## config.mk

```make
export PLATFORM = sky130hd
export DESIGN_NAME = uart_tx_buf
export DESIGN_NICKNAME = d
export VERILOG_FILES = /design/src/rtl/uart_pkg.sv /design/src/rtl/uart_sync_fifo.sv /design/src/rtl/uart_tx_buf.sv
export SDC_FILE = /design/constraint.sdc
export NUM_CORES = 1
export LEC_CHECK = 0
export ABC_AREA = 0
export BUFFER_PORTS_ARGS = -buffer_cell sky130_fd_sc_hd__buf_2
export CAP_MARGIN = 20
export CORE_ASPECT_RATIO = 2
export CORE_MARGIN = 2
export CORE_UTILIZATION = 55
export DETAILED_ROUTE_END_ITERATION = 16
export PLACE_DENSITY = 0.73
export SYNTH_ARGS = -nofsm -noshare
export SYNTH_HDL_FRONTEND = slang
export SYNTH_SLANG_ARGS = --single-unit
```

## constraint.sdc

```tcl
create_clock -name clk -period 4.8 [get_ports clk]
set_clock_uncertainty 0.05 [all_clocks]
set_input_delay 0.96 -clock clk [delete_from_list [all_inputs] [get_ports clk]]
set_output_delay 0.96 -clock clk [all_outputs]
set_load 0.005 [all_outputs]
```

## src/rtl/uart_pkg.sv

```systemverilog
// Shared UART definitions: FSM state codes, parity codes and the baud divisor helper.
// Used by both the transmit and receive paths.
package uart_pkg;

  typedef logic [2:0] uart_state_t;

  localparam uart_state_t S_IDLE   = 3'd0;
  localparam uart_state_t S_START  = 3'd1;
  localparam uart_state_t S_DATA   = 3'd2;
  localparam uart_state_t S_PARITY = 3'd3;
  localparam uart_state_t S_STOP   = 3'd4;

  localparam int PARITY_NONE = 0;
  localparam int PARITY_ODD  = 1;
  localparam int PARITY_EVEN = 2;

  // Clocks per bit period; integer division, remainder dropped.
  function automatic int bps_cnt(input int clk_freq, input int uart_bps);
    return clk_freq / uart_bps;
  endfunction

endpackage

```

## src/rtl/uart_sync_fifo.sv

```systemverilog
// Synchronous FIFO with head-of-queue visible on rdata.
// Pushes while full and pops while empty are ignored.
module uart_sync_fifo #(
  parameter int WIDTH = 8,
  parameter int DEPTH = 8
) (
  input  logic                     clk,
  input  logic                     reset,
  input  logic                     push,
  input  logic [WIDTH-1:0]         wdata,
  input  logic                     pop,
  output logic [WIDTH-1:0]         rdata,
  output logic                     full,
  output logic                     empty,
  output logic [$clog2(DEPTH):0]   count
);

  localparam int AW = $clog2(DEPTH);
  localparam int CW = AW + 1;

  logic [WIDTH-1:0] mem [DEPTH];
  logic [AW-1:0]    wr_ptr;
  logic [AW-1:0]    rd_ptr;
  logic             do_push;
  logic             do_pop;

  assign full    = (count == CW'(DEPTH));
  assign empty   = (count == '0);
  assign do_push = push && !full;
  assign do_pop  = pop && !empty;
  assign rdata   = mem[rd_ptr];

  // DEPTH is a power of two, so the pointers wrap naturally.
  always_ff @(posedge clk or posedge reset) begin
    if (reset) begin
      wr_ptr <= '0;
      rd_ptr <= '0;
      count  <= '0;
    end else begin
      if (do_push) wr_ptr <= wr_ptr + AW'(1);
      if (do_pop)  rd_ptr <= rd_ptr + AW'(1);
      case ({do_push, do_pop})
        2'b10:   count <= count + CW'(1);
        2'b01:   count <= count - CW'(1);
        default: count <= count;
      endcase
    end
  end

  always_ff @(posedge clk) begin
    if (do_push) mem[wr_ptr] <= wdata;
  end

endmodule

```

## src/rtl/uart_tx_buf.sv

```systemverilog
// Buffered UART transmitter: byte FIFO feeding an 8-bit shifter that frames
// start / 8 data (LSB first) / optional parity / stop onto hc05_tx.
module uart_tx_buf
  import uart_pkg::*;
#(
  parameter int CLK_FREQ   = 24000000,
  parameter int UART_BPS   = 9600,
  parameter int FIFO_DEPTH = 8,
  parameter int PARITY     = PARITY_NONE
) (
  input  logic                          clk,
  input  logic                          reset,
  input  logic [7:0]                    tx_data,
  input  logic                          tx_vld,
  output logic                          tx_rdy,
  output logic                          hc05_tx,
  output logic                          tx_busy,
  output logic [$clog2(FIFO_DEPTH):0]   fifo_cnt,
  output uart_state_t                   state_dbg
);

  localparam int BPS_CNT = bps_cnt(CLK_FREQ, UART_BPS);
  localparam int BW      = $clog2(BPS_CNT + 1);
  localparam logic [BW-1:0] BAUD_LAST = BW'(BPS_CNT - 1);

  // Handshake: a byte is taken on any rising edge where tx_vld && tx_rdy;
  // the producer must hold tx_data stable while tx_vld is high and tx_rdy low.

  uart_state_t state;
  uart_state_t state_nxt;
  logic [BW-1:0] baud_cnt;
  logic [2:0]    bit_cnt;
  logic [7:0]    shift;
  logic          par_bit;
  logic          tx_q;
  logic          tx_nxt;
  logic          bit_end;

  logic          fifo_pop;
  logic          fifo_full;
  logic          fifo_empty;
  logic [7:0]    fifo_head;

  uart_sync_fifo #(
    .WIDTH (8),
    .DEPTH (FIFO_DEPTH)
  ) u_fifo (
    .clk   (clk),
    .reset (reset),
    .push  (tx_vld),
    .wdata (tx_data),
    .pop   (fifo_pop),
    .rdata (fifo_head),
    .full  (fifo_full),
    .empty (fifo_empty),
    .count (fifo_cnt)
  );

  assign bit_end   = (baud_cnt == BAUD_LAST);
  assign tx_rdy    = !fifo_full;
  assign tx_busy   = (state != S_IDLE) || !fifo_empty;
  assign hc05_tx   = tx_q;
  assign state_dbg = state;

  always_ff @(posedge clk or posedge reset) begin
    if (reset) state <= S_IDLE;
    else       state <= state_nxt;
  end

  always_comb begin
    state_nxt = state;
    case (state)
      S_IDLE:   if (!fifo_empty) state_nxt = S_START;
      S_START:  if (bit_end) state_nxt = S_DATA;
      S_DATA:   if (bit_end && bit_cnt == 3'd7)
                  state_nxt = (PARITY != PARITY_NONE) ? S_PARITY : S_STOP;
      S_PARITY: if (bit_end) state_nxt = S_STOP;
      S_STOP:   if (bit_end) state_nxt = fifo_empty ? S_IDLE : S_START;
      default:  state_nxt = S_IDLE;
    endcase
  end

  // Line value for the next clock; the shifter is already one bit ahead in DATA,
  // so the upcoming data bit is shift[1].
  always_comb begin
    fifo_pop = 1'b0;
    tx_nxt   = tx_q;
    case (state)
      S_IDLE: begin
        if (!fifo_empty) begin
          fifo_pop = 1'b1;
          tx_nxt   = 1'b0;
        end
      end
      S_START:  if (bit_end) tx_nxt = shift[0];
      S_DATA: begin
        if (bit_end) begin
          if (bit_cnt == 3'd7) tx_nxt = (PARITY != PARITY_NONE) ? par_bit : 1'b1;
          else                 tx_nxt = shift[1];
        end
      end
      S_PARITY: if (bit_end) tx_nxt = 1'b1;
      S_STOP: begin
        if (bit_end) begin
          if (!fifo_empty) begin
            fifo_pop = 1'b1;
            tx_nxt   = 1'b0;
          end else begin
            tx_nxt   = 1'b1;
          end
        end
      end
      default:  tx_nxt = 1'b1;
    endcase
  end

  always_ff @(posedge clk or posedge reset) begin
    if (reset) begin
      baud_cnt <= '0;
      bit_cnt  <= '0;
      shift    <= '0;
      par_bit  <= 1'b0;
      tx_q     <= 1'b1;
    end else begin
      tx_q <= tx_nxt;
      if (fifo_pop) begin
        shift    <= fifo_head;
        par_bit  <= (PARITY == PARITY_ODD) ? ~^fifo_head : ^fifo_head;
        baud_cnt <= '0;
        bit_cnt  <= '0;
      end else if (state != S_IDLE) begin
        baud_cnt <= bit_end ? '0 : baud_cnt + BW'(1);
        if (bit_end && state == S_DATA) begin
          shift   <= shift >> 1;
          bit_cnt <= bit_cnt + 3'd1;
        end
      end
    end
  end

endmodule
```

# Word level (Yosys, flattened, before mapping)
# Memories as Yosys holds them, arrays and structs flattened.
# Cells that the tools add are included.
# totals
n_memories,1
reg_bits,37
mem_bits_rw,64
out_inout_bits,10
word_cells,76
# memory_table
name,words,width,read_ports,rd_clocked_by_memory_dff,write_ports,line_no,text
u_fifo.mem,8,8,1,0,1,uart_sync_fifo.sv:21,logic [WIDTH-1:0] mem [DEPTH];
# classes
n_addsub,6
eq_ne,15
n_reduce_logical,16
mux,30
# ops
op,count
12-bit 2-to-1 mux,3
3-bit 2-to-1 mux,8
8-bit 2-to-1 mux,3
3-bit case mux with 5 select lines,1
"12-bit by 1-bit adder with 12-bit output, second input constant",1
"12-bit == test, second input constant",1
1-bit 2-to-1 mux,12
"2-bit inequality test, second input constant",6
5-bit AND reduction,2
"3-bit by 1-bit adder with 3-bit output, second input constant",3
4-bit case mux with 2 select lines,1
"3-bit by 2-bit == test with 1-bit output, second input constant",2
"3-bit == test, second input constant",2
2-bit nonzero test,3
1-bit case mux with 5 select lines,1
"4-bit by 1-bit adder with 4-bit output, second input constant",1
"4-bit == test, second input constant",1
1-bit logical AND,4
4-bit zero test,1
"4-bit by 1-bit subtractor with 4-bit output, second input constant",1
"3-bit by 1-bit == test with 1-bit output, second input constant",1
3-bit zero test,1
3-bit nonzero test,1
"2-bit by 1-bit == test with 1-bit output, second input constant",1
other kinds (5),6

# Logic depth before layout (Yosys ltp)
# logic_depth
word_depth,7
mapped_depth,13

# Hierarchy
# Synthesis repeated with hierarchy kept, for this count alone.
# hier_totals
cells_unflattened,302
hier_area_um2,4599.4
# modules_own_cells
module,instances,area_per_inst_um2,seq_area_each_um2,cells_per_inst
uart_sync_fifo,1,3135.5,2172.1,161
uart_tx_buf,1,1463.9,676.9,141

# Worst setup path before layout
# No wires, ideal clock.
# synth_timing
path_type,reg-to-reg
startpoint,register u_fifo.count[0]
endpoint,register u_fifo.count[2]
setup_time_ns,0.133
t_arrival_ns,2.459
period_less_slack_ns,2.641
path_buffers,1
required_time_ns,4.617
path_slack_ns,2.159
path_stages_with_launch,13
path_cell_list,dfrtp_1 or4_4 nand2_2 a21o_4 inv_2 buf_6 ha_1 xor2_1 ha_1 a21oi_1 xor2_1 nor2_1 xor2_1
# synth_between
elab_chain_len,7
# synth_rtl
item,line_no,text
"start, declared",uart_sync_fifo.sv:15,output logic [$clog2(DEPTH):0] count
"start signal, assigned",uart_sync_fifo.sv:43,2'b10: count <= count + CW'(1);
"start signal, assigned",uart_sync_fifo.sv:44,2'b01: count <= count - CW'(1);
"start signal, assigned",uart_sync_fifo.sv:45,default: count <= count;
4-bit zero test *,uart_sync_fifo.sv:28,assign empty = (count == '0);
1-bit 2-to-1 mux,"uart_tx_buf.sv:90, uart_tx_buf.sv:105",
1-bit 2-to-1 mux,uart_tx_buf.sv:104,if (bit_end) begin
1-bit case mux with 2 select lines,uart_tx_buf.sv:88,case (state)
1-bit logical AND *,uart_sync_fifo.sv:30,assign do_pop = pop && !empty;
named net u_fifo.do_pop,uart_sync_fifo.sv:25,logic do_pop;
2-bit by 1-bit == test with 1-bit output / 2-bit == test (equally long branches),uart_sync_fifo.sv:42,"case ({do_push, do_pop})"
4-bit case mux with 2 select lines / 2-bit nonzero test (equally long branches),-,
# Mark *: on every way through the listed nets, which the timed path passes. The rest lies on a longest branch.
# A chain may end at the register's enable or synchronous reset.

# Final worst setup path
# layout_timing
startpoint,register u_fifo.count[0]
endpoint,output tx_busy
# layout_between
elab_chain_len,3
# layout_rtl
item,line_no,text
4-bit zero test,uart_sync_fifo.sv:28,
1-bit zero test,uart_tx_buf.sv:61,assign tx_busy = (state != S_IDLE) || !fifo_empty;
1-bit logical OR,uart_tx_buf.sv:61,
"end, declared",uart_tx_buf.sv:17,"output logic tx_busy,"
# Every way passes these cells.

==> metrics.csv <==
stage,metric,value,unit
outcome,status,"complete, no violations",
grt,gr-total-overflow,0,
clock_network,cts.clk_slew.worst_paths,0.07,ns
clock_network,hold_buffers,0,
yosys,synthArstFlopShare,36.63,%
power,p_leak,1.840,nW
timing,tightest_slew,0.9737,ns
clock_network,cts_inserted_buffers,9,
timing,worst_hold_slack,0.4429,ns
cells_and_area,syn_to_final_growth,9.690,%
die,ios,21,
grt,grt_use_total,20.13,%
yosys,synth.top_cell.area_share,42.16,%
yosys,synth_warnings,0,
clock_network,post_cts_resized,0,
routing,wl_per_cell,18.31,um
worst_setup_path,worstPathArrival,2.19,ns
routing,viasPerCell,5.803,
place,io_buffers,20,
worst_setup_path,max_stage_delay,0.61,ns
power,max-vdd-ir-drop,0.3956,mV
routing,vias,2559,
routing,drt_wl_total,8.074,mm
grt,grt_use_met1,21.94,%
die,core,0.008174,mm^2
timing,period_needed,3.200,ns
grt,grt_antenna_before_repair,0,
clock_network,clock-sinks,101,
yosys,yosysMostFrequentCell,edfxtp_1,
min_path,worstHoldPathCells,2,
worst_setup_path,critPathRequiredTime,3.79,ns
yosys,yosysTopAreaCell,edfxtp_1,
worst_setup_path,cp_max_fo,16,
grt,grtUsageMet2,35.76,%
clock_network,cts-root-buf,clkbuf_16,
yosys,yosys-top-cells-area,"edfxtp_1 42%, dfrtp_1 20%, mux4_2 7.9%, nand2_1 2.7%, ha_1 2.2%",
yosys,syn_avg_cell_area,14.33,um^2
clock_network,cts_tree,done,
clock_network,cts.path.max_buffers,2,
grt,gr-max-usage-layer,met2,
die,die_h,132.7,um
power,powerDensity,551.4,mW/mm^2
yosys,ys_seq_elements,101,
worst_setup_path,r2r_cells,11,
timing,max_freq,312.5,MHz
yosys,synth_edf_count,64,
cells_and_area,antenna_cells,0,
clock_network,htreeDepth,3,
run,drv_cap,0,
place,dp_hpwl,5.718,mm
worst_setup_path,cp-start-kind,flop,
routing,dr.pass1.iters,4,
place,gp_congestion,0.8383,
yosys,synth_area,0.004558,mm^2
grt,grt_util_met3,3.827,%
worst_setup_path,slowest_stage,or4_4,
worst_setup_path,cp-end-kind,primary output,
cells_and_area,drive_above_1_share,24.49,%
clock_network,postCtsSetupBuffers,0,
yosys,synth_fp_nets,337,
die,initial_utilization,55.76,%
yosys,syn_inst,318,
routing,drt_iter0_drc,103,
routing,drc_errors,0,
timing,hold_viol,0,
cells_and_area,fin_nets,357,
timing,period_share,66.66,%
routing,antenna_left,0,
min_path,hold_path.class,reg -> reg,
die,dieArea,0.009075,mm^2
timing,rsz0062_at_grt,false,
die,die_w,68.37,um
grt,grt_pass1_vias,2594,
timing,slew-limit-headroom,35.09,%
worst_setup_path,worstPathCellList,or4_4 -> nor3_4 -> inv_1 -> buf_2,
grt,grt_start_max_net_pins,38,
timing,finalSetupViolCount,0,
yosys,synth.top_cells.by_count,"64 x edfxtp_1, 36 x dfrtp_1, 33 x nand2_1, 23 x nor2_1, 19 x o21ai_0",
yosys,ys.flop_type,edfxtp_1,
worst_setup_path,setup.worst_path.class,reg -> out,
clock_network,clk_latency,0.35,ns
grt,grt_pass1_wl,13.01,mm
timing,drv_slew,0,
timing,fin_setup_tns,0,ns
cells_and_area,n_fill_cell,626,
yosys,synth_seq_area_share,62.50,%
die,placementRows,47,
yosys,yosysUniqueCellTypes,51,
-- critical path, delay by kind of cell (launching register included) --
kind          cells  cell delay, ns
buf+inv           2            0.22
flops             1            0.49
simple gates      2            1.12
-- flip-flops by register name (all words and copies together), names as in the netlist --
signal / flops
hc05_tx: 1
bit_cnt: 3
baud_cnt: 12
state_dbg: 3
u_fifo.mem: 64
u_fifo.rd_ptr: 3
u_fifo.count: 4
u_fifo.wr_ptr: 3
shift: 8
-- report_power, final --
| part | switching, mW | total, mW | leakage (nW) | internal, mW |
|---|---|---|---|---|
| registers | 0.191 | 1.31 | 1.05 | 1.12 |
| logic | 0.360 | 0.712 | 0.642 | 0.352 |
| clock network | 0.324 | 0.735 | 0.147 | 0.411 |
-- worst paths after layout --
check,slack (ns),from,end
worst max register to register,1.88,u_fifo.count[0],u_fifo.count[2]
worst min register to register,0.44,shift[0],shift[0]
worst max-delay path,1.60,u_fifo.count[0],tx_busy
max in group asynchronous,3.69,reset,hc05_tx
min in group asynchronous,0.66,reset,u_fifo.count[3]
worst min-delay path,0.44,shift[0],shift[0]
-- cells in the final DEF, fill, tap and decap left out, types with 8 or more instances in the layout --
cell / netlist / final
nor2_1: 23 / 23
a21oi_1: 8 / 8
ha_1: 8 / 8
clkbuf_16: 0 / 9
dfrtp_1: 36 / 36
mux4_2: 16 / 16
buf_2: 5 / 21
nand2_1: 33 / 33
edfxtp_1: 64 / 64
o21ai_0: 19 / 19
o31ai_2: 8 / 8
-- metal layers --
layer	wire [um]	vias up
met5	0	-
met4	214	0
met3	146	16
met2	4653	31
met1	3060	1271
li1	-	1241
-- layout make-up --
cell class | instances | area (um^2) | share of cell area (%)
clock inverters | 7 | 77.57 | 1.552
clock buffers | 9 | 225.2 | 4.505
inverters | 3 | 11.26 | 0.2252
flip-flops and latches | 101 | 2849 | 56.98
well taps | 98 | 122.6 | 2.452
repair buffers | 24 | 127.6 | 2.553
multi-input cells | 199 | 1587 | 31.73
-- through the flow --
stage	setup WS, ns	cell area, um^2	std cells	total power [mW]	utilization, %
5_1_grt	1.461	5000	441	2.918	61.17
3_3_place_gp	1.952	4692	424	2.026	57.40
2_1_floorplan	2.159	4558	318	1.871	-
4_1_cts	1.576	4995	440	2.791	61.11
3_5_place_dp	1.852	4692	424	2.052	57.40
6_report	1.600	5000	441	2.757	61.17
-- cells by family after synthesis --
group	after synthesis	synth area share [%]
simple gates	103	12.22
fa+ha+maj	8	2.196
xor+xnor	8	1.537
buf+inv	18	2.690
compound gates	59	9.800
flops	101	62.50
mux	21	9.059
No activity file was read; power rests on OpenSTA's default activity.
